--- config.mk ---
export PLATFORM = sky130hd
export DESIGN_NAME = alu_sequencer
export DESIGN_NICKNAME = d
export VERILOG_FILES = /design/src/rtl/ctrl_pkg.sv /design/src/rtl/seq_decode.sv /design/src/rtl/alu_sequencer.sv
export SDC_FILE = /design/constraint.sdc
export NUM_CORES = 1
export LEC_CHECK = 0
export ABC_AREA = 1
export CAP_MARGIN = 40
export CORE_AREA = 5 5 74 76
export CTS_CLUSTER_DIAMETER = 120
export DETAILED_ROUTE_END_ITERATION = 16
export DIE_AREA = 0 0 79 81
export GPL_TIMING_DRIVEN = 1
export PLACE_DENSITY_LB_ADDON = 0.05
export SLEW_MARGIN = 20
export SYNTH_ARGS = -nofsm -noshare
export SYNTH_HDL_FRONTEND = slang
export SYNTH_HIERARCHICAL = 1
export SYNTH_SLANG_ARGS = --single-unit
--- constraint.sdc ---
create_clock -name clk -period 1.9 [get_ports clk]
set_input_delay 0.38 -clock clk [delete_from_list [all_inputs] [get_ports clk]]
set_output_delay 0.38 -clock clk [all_outputs]
set_load 0.005 [all_outputs]
--- src/rtl/ctrl_pkg.sv ---
// Shared definitions for the ALU sequencer: FSM states, instruction opcodes,
// the ALU opcode encoding also used by the datapath ALU, and width defaults.
package ctrl_pkg;

  localparam int PC_W_DEF = 8;
  localparam int IW_DEF   = 9;
  localparam int OPW_DEF  = 3;

  typedef enum logic [2:0] {
    S_IDLE,
    S_FETCH,
    S_DECODE,
    S_EXEC,
    S_WB,
    S_HALT
  } state_e;

  typedef enum logic [2:0] {
    OP_ADD  = 3'b000,
    OP_SHR  = 3'b001,
    OP_SHL  = 3'b010,
    OP_XOR  = 3'b011,
    OP_BZ   = 3'b100,
    OP_BN   = 3'b101,
    OP_NOP  = 3'b110,
    OP_HALT = 3'b111
  } instr_op_e;

  typedef enum logic {
    BR_Z,
    BR_N
  } br_kind_e;

  localparam logic [2:0] ALU_ADD = 3'b000;
  localparam logic [2:0] ALU_SHR = 3'b001;
  localparam logic [2:0] ALU_SHL = 3'b010;
  localparam logic [2:0] ALU_XOR = 3'b011;

endpackage

--- src/rtl/seq_decode.sv ---
// Purely combinational instruction decoder: splits the word into fields and
// classifies it as ALU, branch (with kind) or halt; anything else is a NOP.
module seq_decode
  import ctrl_pkg::*;
#(
  parameter int IW  = IW_DEF,
  parameter int OPW = OPW_DEF
) (
  input  logic [IW-1:0]  instr_i,
  output logic [OPW-1:0] alu_op_o,
  output logic [2:0]     rd_o,
  output logic [2:0]     rs_o,
  output logic [5:0]     offset_o,
  output logic           is_alu_o,
  output logic           is_branch_o,
  output br_kind_e       br_kind_o,
  output logic           is_halt_o
);

  instr_op_e opcode;

  assign opcode   = instr_op_e'(instr_i[8:6]);
  assign rd_o     = instr_i[5:3];
  assign rs_o     = instr_i[2:0];
  assign offset_o = instr_i[5:0];

  always_comb begin
    alu_op_o    = OPW'(ALU_ADD);
    is_alu_o    = 1'b0;
    is_branch_o = 1'b0;
    br_kind_o   = BR_Z;
    is_halt_o   = 1'b0;
    unique case (opcode)
      OP_ADD: begin
        alu_op_o = OPW'(ALU_ADD);
        is_alu_o = 1'b1;
      end
      OP_SHR: begin
        alu_op_o = OPW'(ALU_SHR);
        is_alu_o = 1'b1;
      end
      OP_SHL: begin
        alu_op_o = OPW'(ALU_SHL);
        is_alu_o = 1'b1;
      end
      OP_XOR: begin
        alu_op_o = OPW'(ALU_XOR);
        is_alu_o = 1'b1;
      end
      OP_BZ: begin
        is_branch_o = 1'b1;
        br_kind_o   = BR_Z;
      end
      OP_BN: begin
        is_branch_o = 1'b1;
        br_kind_o   = BR_N;
      end
      OP_HALT: is_halt_o = 1'b1;
      default: ;
    endcase
  end

endmodule

--- src/rtl/alu_sequencer.sv ---
// Multi-cycle controller that fetches instructions, drives the ALU/register
// file for arithmetic ops, and resolves flag-based branches and halt.
module alu_sequencer
  import ctrl_pkg::*;
#(
  parameter int PC_W = PC_W_DEF,
  parameter int IW   = IW_DEF,
  parameter int OPW  = OPW_DEF
) (
  input  logic            clk,
  input  logic            rst_n,
  input  logic            start,
  output logic            imem_req,
  output logic [PC_W-1:0] imem_addr,
  input  logic            imem_valid,
  input  logic [IW-1:0]   imem_data,
  output logic [OPW-1:0]  alu_op,
  output logic [2:0]      rf_ra,
  output logic [2:0]      rf_rb,
  output logic [2:0]      rf_wa,
  output logic            rf_we,
  input  logic            alu_zero,
  input  logic            alu_sign,
  output logic            busy,
  output logic            halted
);

  state_e          state_q, state_d;
  logic [PC_W-1:0] pc_q, pc_d;
  logic            flag_z_q, flag_z_d;
  logic            flag_s_q, flag_s_d;
  logic [OPW-1:0]  alu_op_q, alu_op_d;
  logic [2:0]      ra_q, ra_d;
  logic [2:0]      rb_q, rb_d;
  logic [2:0]      wa_q, wa_d;
  logic            is_alu_q, is_alu_d;
  logic            is_branch_q, is_branch_d;
  logic            is_halt_q, is_halt_d;
  br_kind_e        br_kind_q, br_kind_d;
  logic [5:0]      offset_q, offset_d;

  logic [OPW-1:0]  dec_alu_op;
  logic [2:0]      dec_rd;
  logic [2:0]      dec_rs;
  logic [5:0]      dec_offset;
  logic            dec_is_alu;
  logic            dec_is_branch;
  br_kind_e        dec_br_kind;
  logic            dec_is_halt;

  logic [PC_W-1:0] pc_inc;
  logic [PC_W-1:0] offset_ext;
  logic            br_taken;

  seq_decode #(
    .IW (IW),
    .OPW(OPW)
  ) u_decode (
    .instr_i    (imem_data),
    .alu_op_o   (dec_alu_op),
    .rd_o       (dec_rd),
    .rs_o       (dec_rs),
    .offset_o   (dec_offset),
    .is_alu_o   (dec_is_alu),
    .is_branch_o(dec_is_branch),
    .br_kind_o  (dec_br_kind),
    .is_halt_o  (dec_is_halt)
  );

  // Decoding the fetched word on the fetch edge lets the ALU/RF outputs be
  // registered and stable from the first DECODE cycle onward.
  assign pc_inc     = pc_q + PC_W'(1);
  assign offset_ext = {{(PC_W-6){offset_q[5]}}, offset_q};
  assign br_taken   = (br_kind_q == BR_Z) ? flag_z_q : flag_s_q;

  assign imem_req  = (state_q == S_FETCH);
  assign imem_addr = pc_q;
  assign rf_we     = (state_q == S_WB);
  assign busy      = (state_q != S_IDLE) && (state_q != S_HALT);
  assign halted    = (state_q == S_HALT);
  assign alu_op    = alu_op_q;
  assign rf_ra     = ra_q;
  assign rf_rb     = rb_q;
  assign rf_wa     = wa_q;

  always_comb begin
    state_d     = state_q;
    pc_d        = pc_q;
    flag_z_d    = flag_z_q;
    flag_s_d    = flag_s_q;
    alu_op_d    = alu_op_q;
    ra_d        = ra_q;
    rb_d        = rb_q;
    wa_d        = wa_q;
    is_alu_d    = is_alu_q;
    is_branch_d = is_branch_q;
    is_halt_d   = is_halt_q;
    br_kind_d   = br_kind_q;
    offset_d    = offset_q;
    unique case (state_q)
      S_IDLE: begin
        if (start) begin
          state_d = S_FETCH;
          pc_d    = '0;
        end
      end
      S_FETCH: begin
        if (imem_valid) begin
          state_d     = S_DECODE;
          is_alu_d    = dec_is_alu;
          is_branch_d = dec_is_branch;
          is_halt_d   = dec_is_halt;
          br_kind_d   = dec_br_kind;
          offset_d    = dec_offset;
          if (dec_is_alu) begin
            alu_op_d = dec_alu_op;
            ra_d     = dec_rd;
            rb_d     = dec_rs;
            wa_d     = dec_rd;
          end
        end
      end
      S_DECODE: begin
        if (is_alu_q) begin
          state_d = S_EXEC;
        end else if (is_branch_q) begin
          state_d = S_FETCH;
          pc_d    = br_taken ? (pc_inc + offset_ext) : pc_inc;
        end else if (is_halt_q) begin
          state_d = S_HALT;
        end else begin
          state_d = S_FETCH;
          pc_d    = pc_inc;
        end
      end
      S_EXEC: begin
        state_d  = S_WB;
        flag_z_d = alu_zero;
        flag_s_d = alu_sign;
      end
      S_WB: begin
        state_d = S_FETCH;
        pc_d    = pc_inc;
      end
      S_HALT: begin
        if (start) begin
          state_d  = S_FETCH;
          pc_d     = '0;
          flag_z_d = 1'b0;
          flag_s_d = 1'b0;
        end
      end
      default: state_d = S_IDLE;
    endcase
  end

  always_ff @(posedge clk or negedge rst_n) begin
    if (!rst_n) begin
      state_q     <= S_IDLE;
      pc_q        <= '0;
      flag_z_q    <= 1'b0;
      flag_s_q    <= 1'b0;
      alu_op_q    <= '0;
      ra_q        <= '0;
      rb_q        <= '0;
      wa_q        <= '0;
      is_alu_q    <= 1'b0;
      is_branch_q <= 1'b0;
      is_halt_q   <= 1'b0;
      br_kind_q   <= BR_Z;
      offset_q    <= '0;
    end else begin
      state_q     <= state_d;
      pc_q        <= pc_d;
      flag_z_q    <= flag_z_d;
      flag_s_q    <= flag_s_d;
      alu_op_q    <= alu_op_d;
      ra_q        <= ra_d;
      rb_q        <= rb_d;
      wa_q        <= wa_d;
      is_alu_q    <= is_alu_d;
      is_branch_q <= is_branch_d;
      is_halt_q   <= is_halt_d;
      br_kind_q   <= br_kind_d;
      offset_q    <= offset_d;
    end
  end

endmodule
; Yosys cells after proc, flatten, opt, wreduce, memory -nomap -nowiden
; Cells that the tools add are included.
[word_totals]
ff_bits = 32
output_inout_bits = 24
word_cells = 66
[op_classes]
addsub = 2
n_eq_ne = 17
n_mux = 21
reduce_logical = 14
[ops]
columns = op, n
row1 = $mux 8, 5
row2 = $pmux 8 s3, 1
row3 = $eq 3x3->1 const B, 5
row4 = $mux 3, 5
row5 = $pmux 3 s5, 1
row6 = $eq 3x2->1 const B, 4
row7 = $add 8x1->8 const B, 1
row8 = $add 8x8->8, 1
row9 = $eq 3x1->1 const B, 2
row10 = $logic_not 3->1, 2
row11 = $mux 1, 6
row12 = $ne 3x3->1 const B, 2
row13 = $pmux 2 s3, 1
row14 = $reduce_and 2->1, 3
row15 = $reduce_bool 3->1, 2
row16 = $ne 2x1->1 const B, 2
row17 = $ne 2x2->1 const B, 2
row18 = $pmux 1 s2, 2
row19 = $reduce_and 4->1, 1
row20 = $reduce_or 2->1, 2
row21 = $reduce_or 4->1, 1
row22 = $reduce_and 3->1, 1
row23 = $reduce_bool 2->1, 1
row24 = $logic_and 1x1->1, 1

; Longest topological paths before layout
[depth]
depth_word = 6
mapped_depth = 18
ltp_nobuf = 18

; By module
; The synthesis kept the hierarchy.
[by_module_without_submodules]
columns = mod, instances, cells_per_inst, area_each_um2, seq_area_each_um2
row1 = alu_sequencer, 1, 249, 2050.7, 800.8
row2 = seq_decode, 1, 23, 135.1, 0.0

; Worst setup path before layout
; No wires, ideal clock.
[synth_timing]
kind = reg2reg
startpoint = register pc_q[0] (netlist: imem_addr[0])
endpoint = register pc_q[7] (netlist: imem_addr[7])
setup_ns = 0.077
t_arrival_ns = 2.000
setup_slack_ns = -0.177
path_stages_with_launch = 14
path_buffers = 0
synth_period_minus_slack_ns = 2.077
cell_sequence = dfrtp_1 -> ha_1 -> nand2_1 -> inv_1 -> nor2_1 -> ha_1 -> or2_2 -> nand2_1 -> nor2_1 -> nor2_1 -> nand3_1 -> nand3_1 -> nand2_1 -> a21oi_1
[synth_via]
elab_chain_cells = 6
word_cells_on_any_way = 7
[synth_lines]
columns = item, line
row1 = "start, declared", alu_sequencer.sv:29  ; logic [PC_W-1:0] pc_q, pc_d;
row2 = "start signal, assigned", alu_sequencer.sv:174  ; pc_q <= pc_d;
row3 = $add 8x1->8 (*), alu_sequencer.sv:72  ; assign pc_inc = pc_q + PC_W'(1);
row4 = $add 8x8->8, alu_sequencer.sv:128  ; pc_d = br_taken ? (pc_inc + offset_ext) : pc_inc;
row5 = $mux 8, alu_sequencer.sv:128
row6 = $mux 8, alu_sequencer.sv:126  ; end else if (is_branch_q) begin
row7 = $mux 8, alu_sequencer.sv:124  ; if (is_alu_q) begin
row8 = $pmux 8 s3 (*), alu_sequencer.sv:100  ; unique case (state_q)
; Every way passes the cells marked *; elsewhere a longest branch is shown, timed or not. The select of a mux whose other input is x is not followed.
; A chain may end at the register's enable or synchronous reset.

; Worst setup path in the final report
[layout_timing]
startpoint = register pc_q[4] (netlist: imem_addr[4])
endpoint = register pc_q[7] (netlist: imem_addr[7])
; The elaborated chain is that of the path after synthesis.

==> results.json <==
{
  "numCtsBuffers": 5,
  "floorplan.core_area_um2": 4661,
  "drc_errors": 0,
  "ant_nets": 0,
  "grt_setup_unrepaired": "true",
  "cts_root_buf": "clkbuf_8",
  "final_min_period_over_clock_period_pct": 110.4,
  "critical_path_fanout_max": 3,
  "final-hold-violation-count": 0,
  "gr-total-overflow": 0,
  "critPathRequiredTime_ps": 2120,
  "cts.clk_slew.worst_paths_ps": 70,
  "power-per-cell-area_nw_per_um2": 2004,
  "most-common-layout-cells": "nand2_1, buf_4, clkdlybuf4s50_1",
  "worstHoldPathType": "primary input to async pin",
  "violations": "setup timing",
  "syn_to_final_growth_pct": 43.16,
  "design.portCount": 39,
  "timing.critical_path.to_type": "register",
  "status": "complete, but fails checks",
  "timing.final.crit_period_ps": 2098,
  "grt_pass1_vias": 1850,
  "htree_num_levels": 2,
  "gp_congestion": 0.7986,
  "power_frac_seq_pct": 21.8,
  "switching_share_pct": 41.53,
  "cpPeakStageDelay_ps": 400,
  "finalSetupTns_ps": -707.5,
  "synth.net_count": 297,
  "clock_sink_count": 32,
  "clock_path_buffers": 2,
  "clock_tree_from_tritoncts": "built",
  "route.detailed.vias_per_inst": 4.807,
  "grt_start_max_net_pins": 33,
  "worst_path_max_delay_cell": "dfrtp_1",
  "rrSetupSlack_ps": -200,
  "routed_wirelength_um": 5028,
  "yosys_warnings": 6,
  "timing.final.setup_violations": 5,
  "achievable-frequency_mhz": 476.6,
  "power_report.internal_total_mw": 3.667,
  "initial_core_util_pct": 46.90,
  "crit_chain": "nand2_2, buf_4, nor2_4, inv_2, o21ai_4, inv_2, ha_4, nand2_2, inv_2, nand3_2, nor2_2, nor2_2, inv_1, nand2_1, nand3_1, nand2_1, a21oi_2",
  "cells_on_worst_reg2reg_path": 17,
  "power_switching_mw": 2.604,
  "cap_viol_max_count": 0,
  "hold_ws_ps": 491.8,
  "leakage_power_summed_over_all_cells_nw": 1.545,
  "timing.critical_path.from_type": "register",
  "synth_cells": 272,
  "power.ir.vdd_worst_mv": 0.9315,
  "n_antenna_cell": 0,
  "layout_utilization_pct": 67.14,
  "wl_per_cell_um": 12.93,
  "mappedNetlistArea_um2": 2186,
  "initialDrtViolationCount": 84,
  "io_buffer_count": 38,
  "floorplan.die.height_um": 81,
  "most_common_cell_after_layout_fill_and_taps_aside": "nand2_1",
  "synth-seq-cells": 32,
  "share_comb_of_total_power_pct": 67.5,
  "global_route.usage.total_pct": 16.66,
  "clock_insertion_delay_worst_skew_ps": 290,
  "rows": 25,
  "dpl_wire_length_um": 3629,
  "finalNetCount": 359,
  "p_total_mw": 6.271,
  "fp.dieArea_um2": 6399,
  "crit_top_cell": "inv_2",
  "yosys.cell_types.count": 35,
  "cp_data_arrival_time_ps": 2320,
  "setup_ws_post_layout_ps": -198.3,
  "finalMaxSlewViolations": 0,
  "finalClockSkew_ps": 1.830,
  "die_w_um": 79,
  "vias": 1870,
  "place_ws_ps": -292.1,
  "grt_first_pass_wirelength_um": 8390,
  "layout_cells_sized_above_1_pct": 32.84,
  "timing_worst_setup_path_type": "register to register",
  "rr_endpoint": "imem_addr[7]",
  "crit-reg2reg-launch": "imem_addr[4]",
  "antenna_found_initial": 0,
  "synth_seq_area_share_pct": 36.63,
  "drt_pass1_iterations": 4,
  "clk_pwr_share_pct": 10.8,
  "synthesis.area_per_instance_um2": 8.036
}
[metal layers]
layer  vias up  GRT usage (%)  share of wire (%)
li1        978              -                  -
met1       845          21.45                 49
met2        40          27.19                 45
met3         7          3.880                4.2
met4         0          6.529                1.8
met5         -              0                  0
[through the flow]
stage | instances | instance area (um^2)
after floorplan | 272 | 2258
after global placement | 369 | 2746
after detailed placement | 369 | 2746
after CTS | 387 | 2967
after global routing | 389 | 3129
final | 389 | 3129
[worst max-delay path by stage]
stage,cells after the start,from,slack (ps),endpoint
global placement,17,imem_addr[1],-240,imem_addr[7]
CTS,17,imem_addr[0],-210,imem_addr[7]
finish,17,imem_addr[4],-200,imem_addr[7]
floorplan,17,imem_addr[1],-60,imem_addr[7]
detailed placement,17,imem_addr[1],-290,imem_addr[7]
global route,17,imem_addr[4],-320,imem_addr[7]
[area by class of cell]
type	instances	area [um^2]
clock buffer	5	68.82
clock inverter	3	46.29
fill	407	1531
inverter	40	152.6
multi-input combinational	181	1336
sequential	32	804.5
tap	54	67.56
timing repair buffer	74	653.1
[timing repair]
item	in CTS	in global routing
pin swaps	11	25
gates cloned	0	0
hold buffers	0	0
buffers inserted	10	2
resized for setup	16	34
endpoints found under the setup margin	10	7
[registers in the layout (all words and copies together), names as in the netlist]
name / flops
br_kind_q: 1
flag_z_q: 1
state_q: 3
flag_s_q: 1
alu_op: 3
rf_wa: 3
offset_q: 6
is_alu_q: 1
rf_rb: 3
imem_addr: 8
is_halt_q: 1
is_branch_q: 1
[kinds of logic after synthesis]
group | Yosys count | synth area share, %
compound gates | 45 | 11.85
xor+xnor | 6 | 2.405
fa+ha+maj | 10 | 6.068
buf+inv | 59 | 13.28
flops | 32 | 36.63
mux | 9 | 6.182
other cells | 1 | 0.1716
simple gates | 110 | 23.41
[power groups by stage]
stage                     logic [mW]  registers (mW)  clock network (mW)
final                           4.23            1.36               0.676
after global routing            4.73            1.41               0.720
after CTS                       3.86            1.32               0.687
after detailed placement        3.62            1.32                   0
after global placement          3.59            1.32                   0
after floorplan                 2.29            1.29                   0
[synth_stat cells]
cell type	count	area share, %
nand2_1	67	12
inv_1	36	6.2
dfrtp_1	32	37
buf_4	18	6.2
nor2_1	18	3.1
o21ai_0	17	3.9
a21oi_1	15	3.4
nand3_1	13	3.0
ha_1	9	5.2
mux2_4	9	6.2
a22oi_1	4	1.4
inv_2	4	0.69
nor2_4	3	1.5
xnor2_1	3	1.2
xor2_1	3	1.2
o211ai_1	2	0.69
a21boi_0	1	0.34
a21boi_1	1	0.34
a31oi_1	1	0.29
buf_2	1	0.23
conb_1	1	0.17
fa_1	1	0.92
nand2_8	1	0.92
nand3b_2	1	0.52
nand4_1	1	0.29
nand4_2	1	0.57
nor2_2	1	0.29
nor2_8	1	0.92
nor3_1	1	0.23
o21a_1	1	0.34
o21ai_2	1	0.40
o21bai_1	1	0.34
o221ai_1	1	0.40
or2_1	1	0.29
or2_2	1	0.29
[critical path, delay by kind of cell (launching register included)]
family	cells	cell delay (ps)
and+or+nand+nor	9	670
DFF	1	400
buffers and inverters	5	400
AOI/OAI and AO/OA	2	280
adders and majority gates	1	270
Note: power is estimated with default switching activity, not from simulation.
==> RTL edit: new RTL, same settings <==
Register the outputs `imem_req`, `rf_we`, `busy` and `halted`, without a reset; this adds one clock of latency there. The other outputs are not delayed to match.
--- a/src/rtl/alu_sequencer.sv
+++ b/src/rtl/alu_sequencer.sv
@@ -73,11 +73,13 @@
   assign offset_ext = {{(PC_W-6){offset_q[5]}}, offset_q};
   assign br_taken   = (br_kind_q == BR_Z) ? flag_z_q : flag_s_q;
 
-  assign imem_req  = (state_q == S_FETCH);
   assign imem_addr = pc_q;
-  assign rf_we     = (state_q == S_WB);
-  assign busy      = (state_q != S_IDLE) && (state_q != S_HALT);
-  assign halted    = (state_q == S_HALT);
+  always_ff @(posedge clk) begin
+    imem_req <= (state_q == S_FETCH);
+    rf_we    <= (state_q == S_WB);
+    busy     <= (state_q != S_IDLE) && (state_q != S_HALT);
+    halted   <= (state_q == S_HALT);
+  end
   assign alu_op    = alu_op_q;
   assign rf_ra     = ra_q;
   assign rf_rb     = rb_q;
Formal check against the unedited RTL: not equivalent (Yosys sat finds a counterexample within 4 cycles, from zero or initial values and one cycle with rst_n low).
==> RTL edit against the original RTL <==
The run still ends with negative setup slack left; worst hold slack got worse by 0.0068 ns; count of clock-buffer cells in the layout up 2; area after synthesis up 3.7%; critical path type unchanged; sequential cell count grew 4; critical path depth fell by 2; global-route usage is 0.78 points higher; synthesized cell count rose by 1.5%; cell count increased by 0.26%; setup slack improved by 0.012 ns; first-iteration DRC count up 44%; final area decreased by 0.24%; routed wire length rose by 3.7%; total power down 0.83%.
==> RTL edit: results (changes against the original RTL) <==
stage	metric	value	unit	change
power	net switching share of the total power	42.3	%	+0.75 points
synth	Post-Syn Nets	301		+1.3%
placed_design	placed wire-length estimate	3850	µm	+6.0%
synth	post-synthesis adder-cell area fraction	5.85	%	-0.21 points
sta	setup violation total in the final timing report	6		+1
drt	DR iter-0 viols	121		+44%
layout	fill cell total of the finished layout	382		-6.1%
outcome	failing checks	negative setup slack		
grt	wire length of the first global-routing pass	8870	µm	+5.7%
critical_path	Critical Path Fanout Max	4		+1
critical_path	number of cell instances on the worst register-to-register path	15		-2
synth	fraction of registers with async set/reset	88.9	%	-11 points
sta	setup slack after layout	-0.187	ns	+0.0117 ns
drt	detailed-route vias per instance	5.05		+5.1%
synth	fraction of synthesized area in multiplexers	5.96	%	-0.22 points
critical_path	arrival time of the worst setup path	2.27	ns	-0.05 ns
drt	detailed-route via count	1970		+5.3%
layout	fraction of final layout cells sized beyond drive strength 1	30.1	%	-2.8 points
placed_design	post-place instance area	0.00283	mm²	+3.2%
synth	leading post-synthesis cells by cell area	dfrtp_1 (35%), nand2_1 (11%), buf_4 (6.0%)		
synth	number of instances in the synthesized netlist	276		+1.5%
outcome	result of the run	finished with violations		
critical_path	critical register-to-register path startpoint	imem_addr[0]		
placed_design	placed cell count	374		+1.4%
drt	post-detailed-route wirelength per cell	13.4	µm	+3.4%
grt	Total Routing Usage GR	17.4	%	+0.78 points
sta	final total negative setup slack	-0.681	ns	+0.0261 ns
synth	Unique masters post-synth	36		+2.9%
critical_path	CP max stage delay	0.42	ns	+0.02 ns
synth	parity-gate share of the synthesized area counting xor and xnor cells	2.32	%	-0.085 points
## RTL edit: cell count changes after synthesis, sizes merged
cell | unedited run | this run
dfxtp | 0 | 4
## RTL edit: how the worst min path moves through the flow
stage / start / endpoint / slack [ns] / depth (start not counted)
finish: rst_n / alu_op[0] / 0.48 / 2
global route: rst_n / is_branch_q / 0.53 / 2
CTS: rst_n / imem_addr[7] / 0.50 / 2
detailed placement: offset_q[3] / offset_q[3] / 0.47 / 2
global placement: offset_q[3] / offset_q[3] / 0.47 / 2
floorplan: rst_n / alu_op[0] / 0.08 / 0
## RTL edit: power groups by stage
stage | registers [µW] | clock network (µW) | logic (µW)
CTS | 1440 | 549 | 3870
detailed placement | 1440 | 0 | 3660
floorplan | 1420 | 0 | 2280
global route | 1510 | 576 | 4710
global placement | 1430 | 0 | 3580
finish | 1450 | 533 | 4230
## RTL edit: final cells by class
class	count	area (µm²)	share of cell area, %
tap	54	67.6	2.16
timing repair buffer	71	632	20.2
sequential	36	881	28.2
clock buffer	7	76.3	2.44
multi-input combinational	181	1310	41.9
inverter	40	153	4.89
clock inverter	1	5.00	0.160
## RTL edit: layer usage
| metal | wire [µm] | global-route usage, % | vias to the layer above |
|---|---|---|---|
| met1 | 2350 | 21.9 | 905 |
| met2 | 2470 | 30.0 | 66 |
| li1 | - | - | 988 |
| met3 | 293 | 3.66 | 11 |
| met4 | 98 | 5.84 | 0 |
| met5 | 0 | 0 | - |
## RTL edit: logic make-up (layout without fill, tap and decap cells)
group           count (synthesis)  after routing
mux                             9              9
flops                          36             36
fa+ha+maj                      10             10
compound gates                 45             45
simple gates                  110            110
xor+xnor                        6              6
other cells                     1              1
buf+inv                        59            119
## RTL edit: repair_timing
| action | in CTS | in global routing |
|---|---|---|
| gates resized for setup | 15 | 27 |
| endpoints found under the setup margin | 6 | 6 |
| pin swaps | 10 | 19 |
| cloned | 0 | 0 |
| setup buffers | 3 | 5 |
| hold endpoints to repair | 0 | 0 |
## RTL edit: worst max-delay path: cells and delay by family, from the launching register on
| family | cells | cell delay, ns |
|---|---|---|
| buffers and inverters | 3 | 0.24 |
| AOI/OAI and AO/OA | 1 | 0.05 |
| DFF | 1 | 0.42 |
| and+or+nand+nor | 9 | 0.77 |
| xor gates and xnor gates | 1 | 0.19 |
| adders and majority gates | 1 | 0.30 |
